--- config.mk ---
export PLATFORM = sky130hd
export DESIGN_NAME = input_register_flat
export DESIGN_NICKNAME = d
export VERILOG_FILES = /design/src/rtl/input_register_if.sv /design/src/rtl/input_register.sv /design/src/flat_wrapper.sv
export SDC_FILE = /design/constraint.sdc
export NUM_CORES = 1
export LEC_CHECK = 0
export CAP_MARGIN = 20
export CORE_MARGIN = 5
export CORE_UTILIZATION = 55
export DETAILED_ROUTE_END_ITERATION = 7
export PLACE_DENSITY = 0.71
export SKIP_CTS_REPAIR_TIMING = 1
export SLEW_MARGIN = 15
export SYNTH_ARGS = -nofsm -noshare
export SYNTH_HDL_FRONTEND = slang
export SYNTH_SLANG_ARGS = --single-unit
export TNS_END_PERCENT = 100
--- constraint.sdc ---
create_clock -name clk -period 3.05 [get_ports clk]
set_input_delay 0.7625 -clock clk [delete_from_list [all_inputs] [get_ports clk]]
set_output_delay 0.7625 -clock clk [all_outputs]
set_load 0.03 [all_outputs]
--- src/rtl/input_register_if.sv ---
// Bundle of the producer-side handshake and CPU-side pop/result signals of
// the inbound byte buffer. The block itself uses the slave modport; the
// external producer / CPU side uses the master modport.
interface input_register_if #(
  parameter int DATA_WIDTH = 8,
  parameter int ADDR_WIDTH = 5
);
  logic [DATA_WIDTH-1:0] ext_data;
  logic                  ext_valid;
  logic                  ext_ready;
  logic                  read_enable;
  logic                  clear;
  logic [DATA_WIDTH-1:0] acc_value;
  logic                  acc_valid;
  logic [ADDR_WIDTH:0]   count;
  logic                  empty;
  logic                  full;
  logic                  underflow;

  modport slave (
    input  ext_data, ext_valid, read_enable, clear,
    output ext_ready, acc_value, acc_valid, count, empty, full, underflow
  );

  modport master (
    output ext_data, ext_valid, read_enable, clear,
    input  ext_ready, acc_value, acc_valid, count, empty, full, underflow
  );
endinterface

--- src/rtl/input_register.sv ---
// Inbound byte buffer: a circular FIFO filled by an external producer over a
// valid/ready handshake and drained by the CPU one byte per read strobe into
// a registered accumulator-load value.
module input_register #(
  parameter int DATA_WIDTH = 8,
  parameter int DEPTH      = 32,
  parameter int ADDR_WIDTH = 5
) (
  input logic                clk,
  input logic                reset,
  input_register_if.slave    bus
);
  localparam logic [ADDR_WIDTH:0] CNT_FULL = (ADDR_WIDTH + 1)'(DEPTH);

  logic [DATA_WIDTH-1:0] mem [DEPTH];
  logic [ADDR_WIDTH-1:0] wr_ptr;
  logic [ADDR_WIDTH-1:0] rd_ptr;
  logic [ADDR_WIDTH:0]   count_q;
  logic [DATA_WIDTH-1:0] acc_value_p1;
  logic                  vld_p1;
  logic                  underflow_q;
  logic                  full_w;
  logic                  empty_w;
  logic                  push;
  logic                  pop;

  // full/empty come from the occupancy count so a full buffer (pointers equal)
  // is never mistaken for an empty one
  assign full_w  = (count_q == CNT_FULL);
  assign empty_w = (count_q == '0);
  assign push    = bus.ext_valid && !full_w;
  assign pop     = bus.read_enable && !empty_w;

  // Storage write; contents survive reset and clear, only pointers move
  always_ff @(posedge clk) begin
    if (!reset && !bus.clear && push) begin
      mem[wr_ptr] <= bus.ext_data;
    end
  end

  // Pointer, occupancy and status control; reset beats clear beats push/pop
  always_ff @(posedge clk) begin
    if (reset) begin
      wr_ptr      <= '0;
      rd_ptr      <= '0;
      count_q     <= '0;
      vld_p1      <= 1'b0;
      underflow_q <= 1'b0;
    end else if (bus.clear) begin
      wr_ptr      <= '0;
      rd_ptr      <= '0;
      count_q     <= '0;
      vld_p1      <= 1'b0;
      underflow_q <= 1'b0;
    end else begin
      if (push) begin
        wr_ptr <= wr_ptr + 1'b1;
      end
      if (pop) begin
        rd_ptr <= rd_ptr + 1'b1;
      end
      vld_p1 <= pop;
      if (bus.read_enable && empty_w) begin
        underflow_q <= 1'b1;
      end
      case ({push, pop})
        2'b10:   count_q <= count_q + 1'b1;
        2'b01:   count_q <= count_q - 1'b1;
        default: count_q <= count_q;
      endcase
    end
  end

  // --- stage p1: popped byte registered toward the accumulator ---
  // Result register holds its value except on a successful pop
  always_ff @(posedge clk) begin
    if (reset) begin
      acc_value_p1 <= '0;
    end else if (!bus.clear && pop) begin
      acc_value_p1 <= mem[rd_ptr];
    end
  end

  assign bus.ext_ready = !full_w;
  assign bus.acc_value = acc_value_p1;
  assign bus.acc_valid = vld_p1;
  assign bus.count     = count_q;
  assign bus.empty     = empty_w;
  assign bus.full      = full_w;
  assign bus.underflow = underflow_q;
endmodule

--- src/flat_wrapper.sv ---
// flat-port wrapper written by rule: the top's interface ports become plain ports
module input_register_flat 
#(
  parameter int DATA_WIDTH = 8,
  parameter int DEPTH      = 32,
  parameter int ADDR_WIDTH = 5
)
  (clk, reset, bus_ext_data, bus_ext_valid, bus_read_enable, bus_clear, bus_ext_ready, bus_acc_value, bus_acc_valid, bus_count, bus_empty, bus_full, bus_underflow);
  input_register_if #(.DATA_WIDTH(DATA_WIDTH), .ADDR_WIDTH(ADDR_WIDTH)) bus_i ();
  input logic clk;
  input logic reset;
  input wire logic [$bits(bus_i.ext_data)-1:0] bus_ext_data;
  input wire logic [$bits(bus_i.ext_valid)-1:0] bus_ext_valid;
  input wire logic [$bits(bus_i.read_enable)-1:0] bus_read_enable;
  input wire logic [$bits(bus_i.clear)-1:0] bus_clear;
  output wire logic [$bits(bus_i.ext_ready)-1:0] bus_ext_ready;
  output wire logic [$bits(bus_i.acc_value)-1:0] bus_acc_value;
  output wire logic [$bits(bus_i.acc_valid)-1:0] bus_acc_valid;
  output wire logic [$bits(bus_i.count)-1:0] bus_count;
  output wire logic [$bits(bus_i.empty)-1:0] bus_empty;
  output wire logic [$bits(bus_i.full)-1:0] bus_full;
  output wire logic [$bits(bus_i.underflow)-1:0] bus_underflow;
  assign bus_i.ext_data = bus_ext_data;
  assign bus_i.ext_valid = bus_ext_valid;
  assign bus_i.read_enable = bus_read_enable;
  assign bus_i.clear = bus_clear;
  assign bus_ext_ready = bus_i.ext_ready;
  assign bus_acc_value = bus_i.acc_value;
  assign bus_acc_valid = bus_i.acc_valid;
  assign bus_count = bus_i.count;
  assign bus_empty = bus_i.empty;
  assign bus_full = bus_i.full;
  assign bus_underflow = bus_i.underflow;
  input_register #(.DATA_WIDTH(DATA_WIDTH), .DEPTH(DEPTH), .ADDR_WIDTH(ADDR_WIDTH)) u_core (.clk(clk), .reset(reset), .bus(bus_i));
endmodule
After elaboration in Yosys (flattened, before gate mapping) --
Memory sizes are Yosys's and may differ from the RTL's. A register that Yosys moved wholly into a read port is not among the register bits. Index checks and enable logic that the tools add are counted.
Cells by class: add/sub/neg operators 4, eq/ne operators 3, multiplexer cells 3, reduce and logical (&&, ||, !) cells 13
Operators by type and width (number):
- case mux 6 bit (2 select lines) | 1
- adder 5 x 1 -> 5 bit, second input constant | 2
- adder 6 x 1 -> 6 bit, second input constant | 1
- equality test 6 bit, second input constant | 1
- logical AND 1 bit | 6
- zero test 6 bit | 1
- subtractor 6 x 1 -> 6 bit, second input constant | 1
- zero test 1 bit | 4
- equality test 2 x 1 -> 1 bit, second input constant | 1
- equality test 2 bit, second input constant | 1
- two-way mux 1 bit | 2
- nonzero test 2 bit | 1
- OR reduction 2 bit | 1
Word-level totals: register bits 18, bits in writable memories 256, bits of input ports 13, memories 1
Memory list:
- u_core.mem | depth 32, width 8, rd ports 1, clocked after memory_dff 1, wr ports 1, RTL line input_register.sv:15 | logic [DATA_WIDTH-1:0] mem [DEPTH];

Longest topological paths before layout --
Gate-level depths: netlist of the first run.
depth in word-level cells 6, gate-level depth with buffers 11, mapped depth without buffers 11

Least setup slack after synthesis of the first run --
Ideal clock, no wire load.
path kind input to register, start in bus_read_enable, end reg u_core.count_q[4] (netlist: u_core.bus.count[4]), setup time 70 ps, arrival time 2890 ps, data required time 2980 ps, slack 89 ps, stages on the path 10, buffers on the path 0, path through inv_1 > a31oi_1 > ha_1 > inv_1 > fa_1 > nor2b_1 > o21a_1 > nor3_1 > or3b_2 > a21oi_1
Between the ends: word-level cells in the longest chain between the ends 3, elaborated cells between the ends (all ways) 5, those cells by class 2 x eq/ne; 1 x mux; 2 x reduce/logical
Ends and longest elaborated chain:
- start, declared | RTL line flat_wrapper.sv:14 | input wire logic [$bits(bus_i.read_enable)-1:0] bus_read_enable;
- logical AND 1 bit * | RTL line input_register.sv:32 | assign pop = bus.read_enable && !empty_w;
- net u_core.pop | RTL line input_register.sv:25 | logic pop;
- equality test 2 x 1 -> 1 bit or equality test 2 bit (tied branches) | RTL line input_register.sv:66 | case ({push, pop})
- case mux 6 bit (2 select lines) or nonzero test 2 bit (tied branches)
- end signal, assigned | RTL line input_register.sv:67 | 2'b10: count_q <= count_q + 1'b1;
- end signal, assigned | RTL line input_register.sv:68 | 2'b01: count_q <= count_q - 1'b1;
- end signal, assigned | RTL line input_register.sv:69 | default: count_q <= count_q;
- end, declared | RTL line input_register.sv:18 | logic [ADDR_WIDTH:0] count_q;
The timed path passes the listed nets; every way through them passes the cells marked *. A chain may end at the register's enable or synchronous reset.

Worst setup path after layout of the first run --
start reg u_core.count_q[1] (netlist: u_core.bus.count[1]), end out bus_full
Between the ends: word-level cells in the longest chain between the ends 1
Ends and longest elaborated chain:
- equality test 6 bit | RTL line input_register.sv:29 | assign full_w = (count_q == CNT_FULL);
- end, declared | RTL line flat_wrapper.sv:21 | output wire logic [$bits(bus_i.full)-1:0] bus_full;
Every way passes these cells.

==> qor.yml, run 1 <==
sta:
  setup_violations: 0
  slew_headroom: 0.3370
  clock_skew_ns: 0.02040
  layout_setup_ws_ns: 0.1163
  hold_violations: 0
  slew_violations: 0
  tightest_slew_ns: 0.9932
  max_clock_freq_mhz: 340.9
  setup_tns_ns: 0
  fin_crit_sh: 0.9619
  period_needed_ns: 2.934
drt:
  routedWlPerCell_um: 23.62
  drt_first_iter_violations: 544
  routed_wl_mm: 23.39
  drt_pass1_iterations: 5
  vias_per_cell: 5.968
  vias: 5908
  ant_nets: 0
  drc: 0
placed_design:
  dp_hpwl_mm: 14.67
  gp_congestion: 0.8098
  preCtsSetupSlack_ns: -0.1698
  dpl-instance-area_um2: 12120
  portBuffers: 31
yosys:
  ys_seq_area_frac: 0.7382
  syn_nets: 625
  postSynthCellCount: 601
  synth_xor_area_frac: 0.008664
  synthTopCellsByArea: "edfxtp_1 (69%), mux4_2 (9.5%), dfxtp_1 (4.7%)"
  synthArstFlopShare: 0
  muxShareOfSynthArea: 0.1296
  synth-seq-cells: 282
  synth_compound_area_frac: 0.05255
  synth-edff-count: 256
  synth_flop_cell: "edfxtp_1"
  synth_largest_area_cell: "edfxtp_1"
  synth_fa_ha_area_frac: 0.01305
  syn_area_per_cell_um2: 18.50
  ys_warn_count: 0
  synth.distinct_cells: 48
  synthSimpleGateAreaFrac: 0.03961
  syn_area_um2: 11120
  synth_top_family_by_area: "multiplexers"
  yosysTopAreaCellShare: 0.6913
floorplanning:
  rows: 52
  dieArea_um2: 23160
  initial_utilization: 0.5549
  fp.dieH_um: 152.2
  dieWidth_um: 152.2
  core-area_um2: 20040
  pin_count: 32
grt:
  grt_pass1_wl_mm: 36.47
  gr-total-overflow: 0
  antenna_found_initial: 0
  grt_pass1_vias: 6104
  grt_use_total: 0.2033
  grt_max_degree: 33
pwr:
  p_int_w: 0.006471
  peakVddDrop_uv: 478.9
  p_switching_w: 0.001616
  switching_share: 0.1998
  powerDensity_nw_per_um2: 616.4
  combPwrFrac: 0.040
  pwr-share-clk: 0.436
  p_seq_frac: 0.524
  p_leak_nw: 4.205
job:
  maxCapViolCount: 0
setup_path:
  ff2ff_path_depth: 11
  r2r_end: "u_core.bus.count[4]"
  end_kind: "primary output"
  r2r_slack_ns: 0.38
  arrival_ns: 2.17
  cp_max_fo: 5
  reg2reg_from: "u_core.bus.count[1]"
  start_kind: "register"
  required_ns: 2.29
  critPathKind: "reg -> out"
layout:
  syn_to_final_growth_pct: 17.97
  postLayoutCellArea_um2: 13120
  n_antenna_cell: 0
  layout-drive-gt1-share: 0.2417
  fin_nets: 722
clocking:
  cts.htree.levels: 1
  ctsRootBufferMaster: "clkbuf_16"
  clock_sinks: 282
  clock_latency_ns: 0.54
  clkTransAtPathRegs_ns: 0.06
  cts_tree: "built"
  cts_buffers: 28
  cts.path.max_buffers: 3
worst_hold_path:
  hold_start: "u_core.bus.acc_value[7]"
  worst_hold_path_type: "reg -> reg"
  min_to: "u_core.bus.acc_value[7]"
  hold_depth: 1
run_status:
  outcome: "complete, no violations"
==> cell type report <==
class                           instances  area [um2]
Sequential cell                       282        8213
Fill cell                            1376        6922
Multi-Input combinational cell        277        2725
Timing Repair Buffer                   96       817.0
Clock buffer                           34       753.2
Tap cell                              270       337.8
Clock inverter                         18       222.7
Inverter                               13       48.80
==> kinds of logic (layout without fill, tap and decap cells) <==
kind of cell,count (synthesis),after routing
compound gates,77,77
xor+xnor,11,11
fa+ha+maj,11,11
buf+inv,42,161
flops,282,282
mux,82,82
simple gates,96,96
==> synth_stat cells (2+ instances only) <==
library cell and n:
inv_1 13, nand3_1 6, a21oi_1 21, xor2_1 7
buf_1 3, nand2_1 16, nand4_1 4, o221ai_1 7
nor3_1 3, ha_1 10, mux4_1 2, a22o_1 14
dfxtp_1 26, mux2i_1 33, nor2b_1 3, clkbuf_1 14
mux4_2 47, xnor2_1 4, a31oi_1 2, nor2_1 50
o22ai_1 8, nand3b_1 5, o21ai_0 2, or3b_2 3
edfxtp_1 256, buf_2 6, a2111oi_2 5, buf_4 4
a2111oi_1 2, a22oi_1 7
==> flip-flops by register name (all words and copies together), names as in the netlist <==
signal	flops
u_core.rd_ptr	5
u_core.mem	256
u_core.bus.underflow	1
u_core.wr_ptr	5
u_core.bus.acc_value	8
u_core.bus.count	6
u_core.bus.acc_valid	1
==> per-stage QoR <==
stage | instances | util | hold slack, ns | power [W]
after floorplan | 601 | - | 0.4814 | 0.004484
after global placement | 937 | 0.6043 | 0.4570 | 0.004627
after detailed placement | 938 | 0.6050 | 0.4722 | 0.004642
after CTS | 990 | 0.6537 | 0.4870 | 0.008153
after global routing | 990 | 0.6546 | 0.4968 | 0.008350
final | 990 | 0.6546 | 0.4874 | 0.008086
==> layer usage <==
layer | global-route usage | vias to the layer above | wire length (um)
li1 | - | 2621 | -
met1 | 0.2871 | 3049 | 9848
met2 | 0.3343 | 207 | 11630
met3 | 0.03238 | 31 | 1386
met4 | 0.05865 | 0 | 527
met5 | 0 | - | 0
==> critical path, stage by stage (launching register included) <==
cell	delay (ns)
dfxtp_1	0.37
nor4_4	0.39
nand3_1	0.15
inv_1	0.07
clkdlybuf4s50_1	0.66
==> worst max-delay path by stage <==
stage          cells after the start             endpoint  slack (ns)           startpoint
2_1_floorplan                     10  u_core.bus.count[4]        0.09      bus_read_enable
3_3_place_gp                      11  u_core.bus.count[4]       -0.04        bus_ext_valid
3_5_place_dp                      11  u_core.bus.count[4]       -0.17      bus_read_enable
4_1_cts                            3            bus_empty       -0.19  u_core.bus.count[1]
5_1_grt                            4             bus_full       -0.01  u_core.bus.count[1]
6_report                           4             bus_full        0.12  u_core.bus.count[1]
==> power groups by stage <==
stage / Sequential (W) / Combinational [W] / Clock (W)
2_1_floorplan: 0.00433 / 0.000155 / 0
3_3_place_gp: 0.00432 / 0.000309 / 0
3_5_place_dp: 0.00432 / 0.000322 / 0
4_1_cts: 0.00424 / 0.000324 / 0.00359
5_1_grt: 0.00424 / 0.000348 / 0.00377
6_report: 0.00424 / 0.000324 / 0.00352
==> layout by cell type, fill, tap and decap left out, types with 4 or more instances in the layout <==
cell             count
o221ai_1             7
xnor2_1              4
edfxtp_1           256
a22o_1              14
mux4_2              47
nand3_1              6
dfxtp_1             24
nand2_1             16
a22oi_1              7
mux2i_1             33
a2111oi_2            5
a21oi_1             21
clkdlybuf4s50_1     30
xor2_1               7
bufinv_16            4
o22ai_1              8
clkinv_2             5
inv_1               13
clkbuf_16           28
nor2_1              50
nand4_1              4
nand3b_1             5
buf_4               63
ha_1                10
Note: power is estimated with default switching activity, not from simulation.
==> run 2: changes to the inputs <==
--- a/config.mk
+++ b/config.mk
@@ -9,7 +9,7 @@
 export CORE_MARGIN = 5
 export CORE_UTILIZATION = 55
 export DETAILED_ROUTE_END_ITERATION = 7
-export PLACE_DENSITY = 0.71
+export PLACE_DENSITY = 0.75
 export SKIP_CTS_REPAIR_TIMING = 1
 export SLEW_MARGIN = 15
 export SYNTH_ARGS = -nofsm -noshare
==> run 2 against run 1 <==
Via count unchanged; highest routed layer unchanged; largest power group unchanged; critical path type unchanged; critical endpoint is now bus_ext_ready; global-route usage down 0.56 points; non-clock buffer count increased by 2.
==> qor.yml, run 2 (same netlist as run 1, synthesis figures left out) <==
placed_design:
  gp_congestion: 0.8114  # +0.20%
  dp_hpwl_mm: 14.37  # -2.0%
  dpl-instance-area_um2: 12150  # +0.20%
  dp_cells: 940  # +0.21%
  portBuffers: 31  # unchanged
  preCtsSetupSlack_ns: -0.1822  # -0.01234 ns
drt:
  routedWlPerCell_um: 23.05  # -2.4%
  vias: 5908  # unchanged
  routed_wl_mm: 22.87  # -2.2%
  drt_pass1_iterations: 6  # +1
  ant_nets: 0  # unchanged
  drt_first_iter_violations: 538  # -1.1%
  drc: 0  # unchanged
  vias_per_cell: 5.956  # -0.20%
layout:
  top_register: "u_core.mem"
  fin_nets: 724  # +0.28%
  final_util: 0.6505  # -0.004120
  postLayoutCellArea_um2: 13040  # -0.63%
  syn_to_final_growth_pct: 17.23
  n_antenna_cell: 0  # unchanged
  final_cell_mix: "edfxtp_1 (256), buf_4 (64), nor2_1 (50)"
  stdcell_count: 992  # +0.20%
  layout-drive-gt1-share: 0.2271  # -0.01452
  largest_register_ffs: 256  # unchanged
  fill_cells: 1359  # -1.2%
  layout_commonest_cell: "edfxtp_1"
pwr:
  p_leak_nw: 4.190  # -0.37%
  powerDensity_nw_per_um2: 596.5  # -3.2%
  peakVddDrop_uv: 376.7  # -21%
  combPwrFrac: 0.041  # about the same
  p_switching_w: 0.001569  # -2.9%
  pwr-share-clk: 0.414  # -0.022
  p_seq_frac: 0.545  # +0.021
  p_int_w: 0.006206  # -4.1%
  switching_share: 0.2018  # +0.001988
sta:
  setup_violations: 0  # unchanged
  whs_ns: 0.4878  # +0.0004080 ns
  max_clock_freq_mhz: 359.2  # +5.4%
  slew_violations: 0  # unchanged
  period_needed_ns: 2.784  # -0.1496 ns
  grt_setup_unrepaired: "false"
  fin_crit_sh: 0.9128  # -0.04904
  tightest_slew_ns: 0.9414  # -0.05175 ns
  slew_headroom: 0.3715  # +0.03455
  clock_skew_ns: 0.02067  # +0.0002667 ns
  hold_violations: 0  # unchanged
  layout_setup_ws_ns: 0.2658  # +0.1496 ns
clocking:
  clock_sinks: 282  # unchanged
  ctsRootBufferMaster: "clkbuf_16"
  clock_latency_ns: 0.54  # about the same
  clkTransAtPathRegs_ns: 0.06  # about the same
  cts.path.max_buffers: 3  # unchanged
  cts_tree: "built"
  cts_buffers: 28  # unchanged
  cts.htree.levels: 1  # unchanged
setup_path:
  critPathKind: "reg -> out"
  required_ns: 2.29  # about the same
  ff2ff_path_depth: 10  # -1
  start_kind: "register"
  end_kind: "primary output"
  arrival_ns: 2.02  # -0.15 ns
  cp_max_fo: 5  # unchanged
floorplanning:
  fp.dieH_um: 152.2  # unchanged
  pin_count: 32  # unchanged
  dieWidth_um: 152.2  # unchanged
  dieArea_um2: 23160  # unchanged
  initial_utilization: 0.5549  # unchanged
  core-area_um2: 20040  # unchanged
  rows: 52  # unchanged
job:
  maxCapViolCount: 0  # unchanged
grt:
  grt_pass1_wl_mm: 36.03  # -1.2%
  antenna_found_initial: 0  # unchanged
  grt_pass1_vias: 6282  # +2.9%
  grt_use_total: 0.1977  # -0.005564
  gr-total-overflow: 0  # unchanged
  grt_max_degree: 34  # +3.0%
run_status:
  outcome: "complete, no violations"
worst_hold_path:
  worst_hold_path_type: "reg -> reg"
  hold_depth: 2  # +1
==> run 2: path summary, 6_finish.rpt <==
kind                   startpoint              endpoint  slack, ns
max           u_core.bus.count[1]         bus_ext_ready       0.27
min          u_core.bus.underflow  u_core.bus.underflow       0.49
max reg2reg   u_core.bus.count[1]   u_core.bus.count[5]       0.41
min reg2reg  u_core.bus.underflow  u_core.bus.underflow       0.49
==> run 2: per-stage QoR <==
step           power (W)  setup TNS [ns]
3_3_place_gp    0.004625        -0.05473
6_report        0.007775               0
3_5_place_dp    0.004640         -0.4379
5_1_grt         0.008027               0
2_1_floorplan   0.004484               0
4_1_cts         0.007824         -0.2312
==> run 2: routing by layer <==
layer | share of wire | track usage | vias to the layer above
li1 | - | - | 2617
met1 | 0.42 | 0.2757 | 3014
met2 | 0.49 | 0.3271 | 238
met3 | 0.067 | 0.03522 | 39
met4 | 0.024 | 0.05479 | 0
met5 | 0 | 0 | -
==> run 2: final cells by class <==
cell class / count / area (um2) / area share
well taps: 270 / 337.8 / 0.02592
inverters: 13 / 48.80 / 0.003744
clock inverters: 19 / 147.6 / 0.01133
flip-flops and latches: 282 / 8212 / 0.6300
clock buffers: 33 / 719.4 / 0.05519
multi-input cells: 277 / 2723 / 0.2089
repair buffers: 98 / 847.1 / 0.06498
==> run 2: worst max-delay path, stage by stage, from the launching register on <==
cell and delay [ns]:
dfxtp_1 0.37, nor4_4 0.36, nand3_1 0.15, clkdlybuf4s50_1 0.62
==> run 2: power by group through the flow <==
stage | sequential [W] | combinational (W) | clock (W)
2_1_floorplan | 0.00433 | 0.000155 | 0
3_3_place_gp | 0.00432 | 0.000306 | 0
3_5_place_dp | 0.00432 | 0.000320 | 0
4_1_cts | 0.00424 | 0.000321 | 0.00326
5_1_grt | 0.00424 | 0.000345 | 0.00344
6_report | 0.00424 | 0.000320 | 0.00322
==> run 3: changes to the inputs <==
--- a/config.mk
+++ b/config.mk
@@ -7,9 +7,10 @@
 export LEC_CHECK = 0
 export CAP_MARGIN = 20
 export CORE_MARGIN = 5
-export CORE_UTILIZATION = 55
+export CORE_UTILIZATION = 60
+export CTS_CLUSTER_SIZE = 14
 export DETAILED_ROUTE_END_ITERATION = 7
-export PLACE_DENSITY = 0.75
+export PLACE_DENSITY = 0.78
 export SKIP_CTS_REPAIR_TIMING = 1
 export SLEW_MARGIN = 15
 export SYNTH_ARGS = -nofsm -noshare
==> constraint.sdc (replaced) <==
create_clock -name clk -period 2.6 [get_ports clk]
set_input_delay 0.65 -clock clk [delete_from_list [all_inputs] [get_ports clk]]
set_output_delay 0.65 -clock clk [all_outputs]
set_load 0.03 [all_outputs]
==> run 3 against run 2 <==
Sequential power is 17% higher; register-to-register slack worse by 0.41 ns; worst hold slack worse by 0.0049 ns; clock power is 26% higher; worst setup slack worse by 0.26 ns; non-clock buffer count is 8 higher; final area is 1.3% higher; clock skew is 0.012 ns lower; via count is 2.1% higher; sequential share of layout area is 0.78 points lower; wire length is 3.4% higher; power is 21% higher; largest cell class unchanged; largest power group unchanged.
==> qor.yml, run 3 (same netlist as run 1, synthesis figures left out) <==
sta:
  slew_violations: 0  # unchanged
  grt_setup_unrepaired: "true"
  slew_headroom: 0.3506  # -0.02090
  setup_tns_ns: 0  # unchanged
  period_needed_ns: 2.597
  fin_crit_sh: 0.9987
  clock_skew_ns: 0.008667  # -0.01200 ns
  hold_violations: 0  # unchanged
  setup_violations: 0  # unchanged
  layout_setup_ws_ns: 0.003427  # -0.2624 ns
  max_clock_freq_mhz: 385.1
  tightest_slew_ns: 0.9727  # +0.03131 ns
drt:
  routedWlPerCell_um: 24.70  # +7.1%
  drc: 0  # unchanged
  drt_pass1_iterations: 5  # -1
  vias_per_cell: 6.303  # +5.8%
  routed_wl_mm: 23.64  # +3.4%
  drt_first_iter_violations: 417  # -22%
  vias: 6032  # +2.1%
  ant_nets: 0  # unchanged
clocking:
  ctsRootBufferMaster: "clkbuf_16"
  cts.path.max_buffers: 3  # unchanged
  clock_latency_ns: 0.52  # -0.02 ns
  clkTransAtPathRegs_ns: 0.06  # about the same
  cts_buffers: 28  # unchanged
  cts_tree: "built"
  cts.htree.levels: 1  # unchanged
  clock_sinks: 282  # unchanged
floorplanning:
  dieArea_um2: 21360  # -7.8%
  initial_utilization: 0.6148  # +0.05992
  fp.dieH_um: 146.1  # -4.0%
  rows: 49  # -5.8%
  core-area_um2: 18090  # -9.7%
  dieWidth_um: 146.1  # -4.0%
  pin_count: 32  # unchanged
setup_path:
  start_kind: "register"
  cp_max_fo: 4  # -1
  critPathKind: "reg -> reg"
  required_ns: 3.05  # +0.76 ns
  r2r_slack_ns: 0.003  # -0.41 ns
  end_kind: "register"
  arrival_ns: 3.05  # +1.03 ns
placed_design:
  portBuffers: 31  # unchanged
  dp_cells: 902  # -4.0%
  preCtsSetupSlack_ns: -0.4636  # -0.2814 ns
  dp_hpwl_mm: 14.70  # +2.4%
  gp_congestion: 0.8254  # +1.7%
layout:
  layout_commonest_cell: "edfxtp_1"
  largest_register_ffs: 256  # unchanged
  layout-drive-gt1-share: 0.2596  # +0.03247
  fin_nets: 732  # +1.1%
  fill_cells: 1030  # -24%
  syn_to_final_growth_pct: 18.80
  top_register: "u_core.mem"
  n_antenna_cell: 0  # unchanged
  final_cell_mix: "edfxtp_1 (256), buf_4 (72), nor2_1 (50)"
  stdcell_count: 957  # -3.5%
pwr:
  p_leak_nw: 4.272  # +2.0%
  powerDensity_nw_per_um2: 714.0  # +20%
  peakVddDrop_uv: 596.5  # +58%
run_status:
  outcome: "complete, no violations"
grt:
  grt_max_degree: 33  # -2.9%
  grt_pass1_vias: 6373  # +1.4%
  antenna_found_initial: 0  # unchanged
  grt_pass1_wl_mm: 36.71  # +1.9%
  grt_use_total: 0.2227  # +0.02502
  gr-total-overflow: 0  # unchanged
worst_hold_path:
  worst_hold_path_type: "reg -> reg"
job:
  maxCapViolCount: 0  # unchanged
-- run 3: cell types whose count changed in the layout (fill, tap and decap cells not counted), moves of 3 or more --
cell / delta
buf_4: +8
clkinv_1: -5
dfxtp_2: +3
dfxtp_1: -4
-- run 3: path summary, 6_finish.rpt --
path | from | endpoint | depth (start not counted)
max reg2reg | u_core.bus.count[3] | u_core.bus.count[4] | 13
min reg2reg | u_core.bus.acc_value[2] | u_core.bus.acc_value[2] | 1
max | u_core.bus.count[3] | u_core.bus.count[4] | 13
min | u_core.bus.acc_value[2] | u_core.bus.acc_value[2] | 1
-- run 3: worst max-delay path, stage by stage, from the launching register on --
cell,delay (ns)
dfxtp_4,0.36
nor4_4,0.34
buf_4,0.18
a31oi_4,0.09
inv_2,0.10
ha_4,0.15
buf_4,0.11
inv_2,0.03
fa_2,0.36
nor2b_1,0.12
o21a_1,0.15
nor3_1,0.05
or3b_4,0.38
a21oi_2,0.11
-- run 3: final cells by class --
type | instances | area (um2) | area share
sequential | 282 | 8219 | 0.6222
inverter | 13 | 48.80 | 0.003694
clock buffer | 36 | 762.0 | 0.05768
tap | 229 | 286.5 | 0.02169
multi-input combinational | 277 | 2804 | 0.2123
timing repair buffer | 106 | 918.4 | 0.06952
clock inverter | 14 | 171.4 | 0.01298
-- run 3: metrics by stage --
| step | instance area (um2) | hold WS [ns] | power (W) | utilization |
|---|---|---|---|---|
| final | 13210 | 0.4829 | 0.009432 | 0.7304 |
| after global routing | 13210 | 0.4965 | 0.009714 | 0.7304 |
| after CTS | 13120 | 0.4815 | 0.009472 | 0.7256 |
| after detailed placement | 12190 | 0.4670 | 0.005467 | 0.6740 |
| after global placement | 12190 | 0.4607 | 0.005446 | 0.6740 |
| after floorplan | 11180 | 0.4814 | 0.005273 | - |
-- run 3: routing by layer --
| metal | track usage | up-vias | wire length [um] |
|---|---|---|---|
| met2 | 0.3772 | 272 | 11970 |
| met5 | 0 | - | 0 |
| met1 | 0.3113 | 3071 | 9524 |
| met3 | 0.03223 | 48 | 1585 |
| li1 | - | 2641 | - |
| met4 | 0.05503 | 0 | 557 |
-- run 3: where the power goes --
group / switching (W) / leakage, nW / internal (W)
logic: 0.000231 / 1.30 / 0.000176
clock network: 0.00160 / 0.455 / 0.00246
registers: 0.0000197 / 2.51 / 0.00495
